**config.mk**
```make
export PLATFORM = sky130hd
export DESIGN_NAME = frequency_meter
export DESIGN_NICKNAME = d
export VERILOG_FILES = /design/src/rtl/frequency_meter.sv
export SDC_FILE = /design/constraint.sdc
export NUM_CORES = 1
export LEC_CHECK = 0
export CORE_ASPECT_RATIO = 1.75
export CORE_UTILIZATION = 55
export DETAILED_ROUTE_END_ITERATION = 6
export GPL_TIMING_DRIVEN = 0
export PLACE_DENSITY = 0.77
export SYNTH_ARGS = -nofsm -noshare
export SYNTH_HDL_FRONTEND = slang
export SYNTH_SLANG_ARGS = --single-unit
```
**constraint.sdc**
```tcl
create_clock -name clk_in -period 4.5 [get_ports clk_in]
set_input_delay 0.9 -clock clk_in [delete_from_list [all_inputs] [get_ports clk_in]]
set_output_delay 0.9 -clock clk_in [all_outputs]
set_load 0.02 [all_outputs]
```
**src/rtl/frequency_meter.sv**
```systemverilog
// Counts rising edges of an asynchronous input over a programmable window of clk_in cycles.
// state   | meaning
// IDLE    | counters held at 0, outputs hold last window, waiting for en_in
// MEASURE | gate window running, edges accumulated; terminal cycle publishes result
module frequency_meter #(
    parameter int GATE_WIDTH  = 30,
    parameter int COUNT_WIDTH = 16
) (
    input  logic                   clk_in,
    input  logic                   rst_n_in,
    input  logic                   sig_in,
    input  logic                   en_in,
    input  logic [GATE_WIDTH-1:0]  gate_period,
    output logic [COUNT_WIDTH-1:0] count_out,
    output logic                   valid_out,
    output logic                   overflow_out
);

    typedef enum logic {
        ST_IDLE,
        ST_MEASURE
    } state_t;

    localparam logic [COUNT_WIDTH-1:0] CNT_MAX = '1;

    state_t                 state_q, state_d;
    logic                   s1_q, s1_d;
    logic                   s2_q, s2_d;
    logic                   s3_q, s3_d;
    logic [GATE_WIDTH-1:0]  gate_eff_q, gate_eff_d;
    logic [GATE_WIDTH-1:0]  gate_cnt_q, gate_cnt_d;
    logic [COUNT_WIDTH-1:0] edge_cnt_q, edge_cnt_d;
    logic                   sat_q, sat_d;
    logic [COUNT_WIDTH-1:0] count_q, count_d;
    logic                   valid_q, valid_d;
    logic                   ovf_q, ovf_d;

    logic                   edge_det;
    logic                   terminal;
    logic                   cnt_at_max;
    logic [GATE_WIDTH-1:0]  gate_eff_load;
    logic [COUNT_WIDTH-1:0] total;
    logic                   sat_now;

    always_comb begin
        s1_d = sig_in;
        s2_d = s1_q;
        s3_d = s2_q;

        edge_det      = s2_q & ~s3_q;
        gate_eff_load = (gate_period == '0) ? GATE_WIDTH'(1) : gate_period;
        terminal      = (gate_cnt_q == (gate_eff_q - GATE_WIDTH'(1)));
        cnt_at_max    = (edge_cnt_q == CNT_MAX);
        total         = (edge_det && !cnt_at_max) ? edge_cnt_q + COUNT_WIDTH'(1) : edge_cnt_q;
        sat_now       = sat_q | (edge_det & cnt_at_max);

        state_d    = state_q;
        gate_eff_d = gate_eff_q;
        gate_cnt_d = gate_cnt_q;
        edge_cnt_d = edge_cnt_q;
        sat_d      = sat_q;
        count_d    = count_q;
        ovf_d      = ovf_q;
        valid_d    = 1'b0;

        case (state_q)
            ST_IDLE: begin
                gate_cnt_d = '0;
                edge_cnt_d = '0;
                sat_d      = 1'b0;
                if (en_in) begin
                    gate_eff_d = gate_eff_load;
                    state_d    = ST_MEASURE;
                end
            end
            ST_MEASURE: begin
                if (terminal) begin
                    // an edge seen in the closing cycle belongs to this window
                    count_d    = total;
                    ovf_d      = sat_now;
                    valid_d    = 1'b1;
                    gate_cnt_d = '0;
                    edge_cnt_d = '0;
                    sat_d      = 1'b0;
                    gate_eff_d = gate_eff_load;
                    if (!en_in) begin
                        state_d = ST_IDLE;
                    end
                end else if (!en_in) begin
                    state_d    = ST_IDLE;
                    gate_cnt_d = '0;
                    edge_cnt_d = '0;
                    sat_d      = 1'b0;
                end else begin
                    gate_cnt_d = gate_cnt_q + GATE_WIDTH'(1);
                    edge_cnt_d = total;
                    sat_d      = sat_now;
                end
            end
            default: begin
                state_d = ST_IDLE;
            end
        endcase
    end

    always_ff @(posedge clk_in or negedge rst_n_in) begin
        if (!rst_n_in) begin
            state_q    <= ST_IDLE;
            s1_q       <= 1'b0;
            s2_q       <= 1'b0;
            s3_q       <= 1'b0;
            gate_eff_q <= GATE_WIDTH'(1);
            gate_cnt_q <= '0;
            edge_cnt_q <= '0;
            sat_q      <= 1'b0;
            count_q    <= '0;
            valid_q    <= 1'b0;
            ovf_q      <= 1'b0;
        end else begin
            state_q    <= state_d;
            s1_q       <= s1_d;
            s2_q       <= s2_d;
            s3_q       <= s3_d;
            gate_eff_q <= gate_eff_d;
            gate_cnt_q <= gate_cnt_d;
            edge_cnt_q <= edge_cnt_d;
            sat_q      <= sat_d;
            count_q    <= count_d;
            valid_q    <= valid_d;
            ovf_q      <= ovf_d;
        end
    end

    assign count_out    = count_q;
    assign valid_out    = valid_q;
    assign overflow_out = ovf_q;

endmodule

```
Yosys cells after proc, flatten, opt, wreduce, memory -nomap -nowiden --
Cells that the tools add are included.
Word-level totals: flip-flop bits (word level) 99, bits in latches 0, bits in writable memories 0, memory bits (read-only) 0, input bits 34, output and inout port bits 18, word-level logic and storage cells 45, memories kept 0
Operators by class: $add $sub $neg 3, multipliers 0, div/mod/pow operators 0, magnitude comparators 0, eq/ne operators 4, shift-type cells 0, muxes and demuxes 17, bitwise logic cells 5, reductions and logical operators 5
Operator list (number):
- 2-to-1 mux 30 bit | 5
- one-hot mux 30 bit (2 select lines) | 2
- 2-to-1 mux 16 bit | 3
- one-hot mux 16 bit (2 select lines) | 1
- adder 30 x 1 -> 30 bit, second input constant | 1
- equality test 30 bit | 1
- zero test 30 bit | 1
- subtractor 30 x 1 -> 30 bit, second input constant | 1
- adder 16 x 1 -> 16 bit, second input constant | 1
- equality test 16 bit, second input constant | 1
- 2-to-1 mux 1 bit | 5
- AND reduction 2 bit | 2
- AND 1 bit | 2
- != test 2 x 1 -> 1 bit, second input constant | 1
- != test 2 bit, second input constant | 1
- NOT 1 bit | 2
- one-hot mux 1 bit (2 select lines) | 1
- logical AND 1 bit | 1
- zero test 1 bit | 1
- OR 1 bit | 1

Depth between registers and ports, before layout --
depth after elaboration 7, gate-level depth with buffers 12, gate-level depth less buffers 10

Worst setup path before layout --
Ideal clock, no wire load.
kind register to register, from reg gate_eff_q[13], to reg gate_eff_q[10], library setup time 0.125 ns, arrival time 3.060 ns, data required time 4.375 ns, setup slack 1.315 ns, cell stages (with the launch flop) 10, buffers on the path 1, period minus slack after synthesis 3.185 ns, path through dfrtp_1 -> or4_4 -> or2_4 -> or4_1 -> a211oi_2 -> o22ai_2 -> nor4_4 -> a41oi_4 -> buf_6 -> mux2_4
Between the ends: longest elaborated chain between the ends 4
Ends and longest elaborated chain:
- from (decl) | RTL line 30 | logic [GATE_WIDTH-1:0] gate_eff_q, gate_eff_d;
- from (signal assigned) | RTL line 124 | gate_eff_q <= gate_eff_d;
- subtractor 30 x 1 -> 30 bit | RTL line 52 | terminal = (gate_cnt_q == (gate_eff_q - GATE_WIDTH'(1)));
- equality test 30 bit | RTL line 52
- != test 2 x 1 -> 1 bit (no source line)
- AND reduction 2 bit (no source line)
Every way passes these cells. A chain may end at the register's enable or synchronous reset.

Worst setup path after layout --
from reg gate_eff_q[1], to reg gate_eff_q[17]
Same word-level chain as after synthesis.

==> impl_metrics.tcl <==
set metrics [dict create \
    status "completed" \
    drive_gt1_share_pct 11.8 \
    fin_nets 633 \
    numPortBuffers 51 \
    synth_largest_area_cell "dfrtp_1" \
    synth_nets 570 \
    crit_fanout 10 \
    crit_type "reg -> reg" \
    gp_congestion 0.932 \
    drt_pass1_iterations 4 \
    cap_viol_max_count 0 \
    peakVddDrop_v 0.000238 \
    final-hold-violation-count 0 \
    clock_skew_ns 0.0133 \
    clk_path_buf_depth 2 \
    fmax_ghz 0.268 \
    wl_um 13400 \
    synthesis.area_mm2 0.00562 \
    final.min_clock_period_ns 3.73 \
    ant_nets 0 \
    cts_resized 0 \
    crit_chain "inv_1 > ha_1 > nor4b_2 > nand4_1 > or4_1 > a211oi_2 > o22ai_2 > nor4_4 > a41oi_4 > buf_6 > mux2_4" \
    cts.sinks 99 \
    layout-area-overhead-vs-synth_pct 17.8 \
    drc_errors 0 \
    synth_seq_area_share_pct 44.1 \
    diodes 0 \
    setup_slack_ns 0.767 \
    end_kind "flip-flop" \
    worst_ep_required_time_ns 4.73 \
    cts_max_level 3 \
    vias 4298 \
    ios 52 \
    grt-ovfl-total 0 \
    grt_pass1_vias 4564 \
    place_hpwl_um 10200 \
    fin_tns_setup_ns 0 \
    synth_edf_count 0 \
    wl_per_cell_um 18.4 \
    synth.avg_cell_area_um2 10.5 \
    start_util_pct 56.7 \
    synth.most_common_cell "dfrtp_1" \
    arrival_ns 3.96 \
    final_cell_area_mm2 0.00662 \
    postCtsSetupRepairBufs 0 \
    p_leak_nw 2.82 \
    place_area_mm2 0.00631 \
    cts_hold_buf 0 \
    worst_pin_slew_ns 0.732 \
    die_y_um 136 \
    final-seq-area_mm2 0.00248 \
    multiInputGateArea_mm2 0.00291 \
    regToRegSetupSlack_ns 0.77 \
    clockRootBuffer "clkbuf_16" \
    clk_latency_ns 0.34 \
    viasPerCell 5.92 \
    synth_warnings 0 \
    slew_headroom_pct 50.8 \
    critPathLaunchType "flip-flop" \
    cts_buffers 9 \
    pwr_density_cell_mw_per_mm2 318 \
    synth_top_cells_by_area "dfrtp_1 (44%), mux2_4 (7.8%), xor2_1 (6.7%), xnor2_1 (5.6%), nor3_1 (5.5%)" \
    dp_slack_ns 0.808 \
    die-area_mm2 0.0106 \
    dr.first_iter.drc_count 302 \
    period_share_pct 83.0 \
    min_path_type "reg -> reg" \
    rsz0062_at_grt "no" \
    setup-violations-final 0 \
    grt_usage_pct 27.1 \
    async_flop_share_pct 100 \
    yosys.area.top_type_share_pct 43.7 \
    p_total_w 0.00210 \
    die_w_um 78.4 \
    antenna_found_initial 0 \
    grt_pass1_wl_um 22000 \
    num_rows 48 \
    synth_cell_types 58 \
    synth-seq-cells 99 \
    ys_top_cells_by_count "dfrtp_1 (98), nor3_1 (62), xor2_1 (43)" \
    slew_violations 0 \
    cp_slowest_cell "or4_1" \
    path_clk_slew_ns 0.07 \
    grt_max_degree 70 \
    synth-main-ff-cell "dfrtp_1" \
    cts_tree "built" \
    max_stage_delay_ns 0.52 \
    syn_inst 533 \
    fill_cells 818 \
    fp.coreArea_mm2 0.00991 \
]
==> per-layer routing <==
| metal | vias to the layer above | wire length, um | global-route usage [%] |
|---|---|---|---|
| met5 | - | 0 | 0 |
| met4 | 0 | 614 | 16.7 |
| met3 | 41 | 256 | 3.16 |
| met2 | 90 | 7520 | 51.4 |
| met1 | 2137 | 4970 | 27.5 |
| li1 | 2030 | - | - |
==> final timing paths <==
path                               start              to  depth (start not counted)
setup / recovery           gate_eff_q[1]  gate_eff_q[17]                         11
hold / removal                      s1_q            s2_q                          0
setup reg to reg           gate_eff_q[1]  gate_eff_q[17]                         11
hold reg to reg                     s1_q            s2_q                          0
max in group asynchronous       rst_n_in  gate_cnt_q[27]                          2
min in group asynchronous       rst_n_in   gate_eff_q[1]                          1
==> cell type report <==
cell class	count	share of cell area [%]
buffer	23	2.02
sequential	99	37.4
tap	125	2.36
multi-input combinational	385	43.9
timing repair buffer	52	8.09
clock inverter	6	1.08
clock buffer	10	3.61
inverter	26	1.47
==> sequential cells by signal, indices dropped and copies added, names as in the netlist <==
| name | flops |
|---|---|
| s2_q | 1 |
| s3_q | 1 |
| count_out | 16 |
| gate_cnt_q | 30 |
| valid_out | 1 |
| state_q | 1 |
| edge_cnt_q | 16 |
| overflow_out | 1 |
| s1_q | 1 |
| sat_q | 1 |
| gate_eff_q | 30 |
==> layout by cell type (no fill, tap or decap), drive strengths merged, types with 4 or more instances in the layout <==
| cell type | Yosys | layout |
|---|---|---|
| nor3 | 63 | 63 |
| buf | 10 | 12 |
| nand4 | 17 | 17 |
| xor2 | 43 | 43 |
| o21ai | 5 | 5 |
| dfrtp | 98 | 98 |
| nor2 | 28 | 28 |
| or4 | 7 | 7 |
| nor4 | 19 | 19 |
| and3 | 10 | 10 |
| mux2 | 30 | 30 |
| inv | 26 | 28 |
| nand3 | 24 | 24 |
| or3 | 4 | 4 |
| clkdlybuf4s50 | 0 | 50 |
| nand2 | 23 | 23 |
| and4 | 5 | 5 |
| xnor2 | 36 | 36 |
| clkbuf | 13 | 23 |
| mux2i | 22 | 22 |
| a211oi | 5 | 5 |
| nand2b | 4 | 4 |
==> critical path: cells and delay by family (launching register included) <==
kind,cells,cell delay (ns)
DFF,1,0.44
AOI/OAI and AO/OA,3,0.61
buffers and inverters,2,0.29
and+or+nand+nor,4,1.77
adders and majority gates,1,0.21
muxes,1,0.30
==> metrics by stage <==
step	hold WS [ns]	util, %	cells
after detailed placement	0.352	63.7	710
after CTS	0.368	66.8	726
final	0.361	66.8	726
after global routing	0.371	66.8	726
after global placement	0.344	63.4	709
after floorplan	0.331	-	533
==> cell families (layout without fill, tap and decap cells) <==
kind of cell	count (synthesis)	in the layout	synth area share, %
AOI/OAI and AO/OA	30	30	4.54
xor gates and xnor gates	79	79	12.3
adders and majority gates	3	3	0.668
buffers and inverters	49	117	4.12
DFF	99	99	44.1
muxes	52	52	11.9
and+or+nand+nor	221	221	22.3
==> report_power, final <==
group | switching, W | total (W) | internal, W | leakage, nW
clock | 0.000350 | 0.000803 | 0.000453 | 0.151
combinational | 0.000150 | 0.000303 | 0.000154 | 1.37
sequential | 0.0000646 | 0.000997 | 0.000933 | 1.30
No activity file was read; power rests on OpenSTA's default activity.
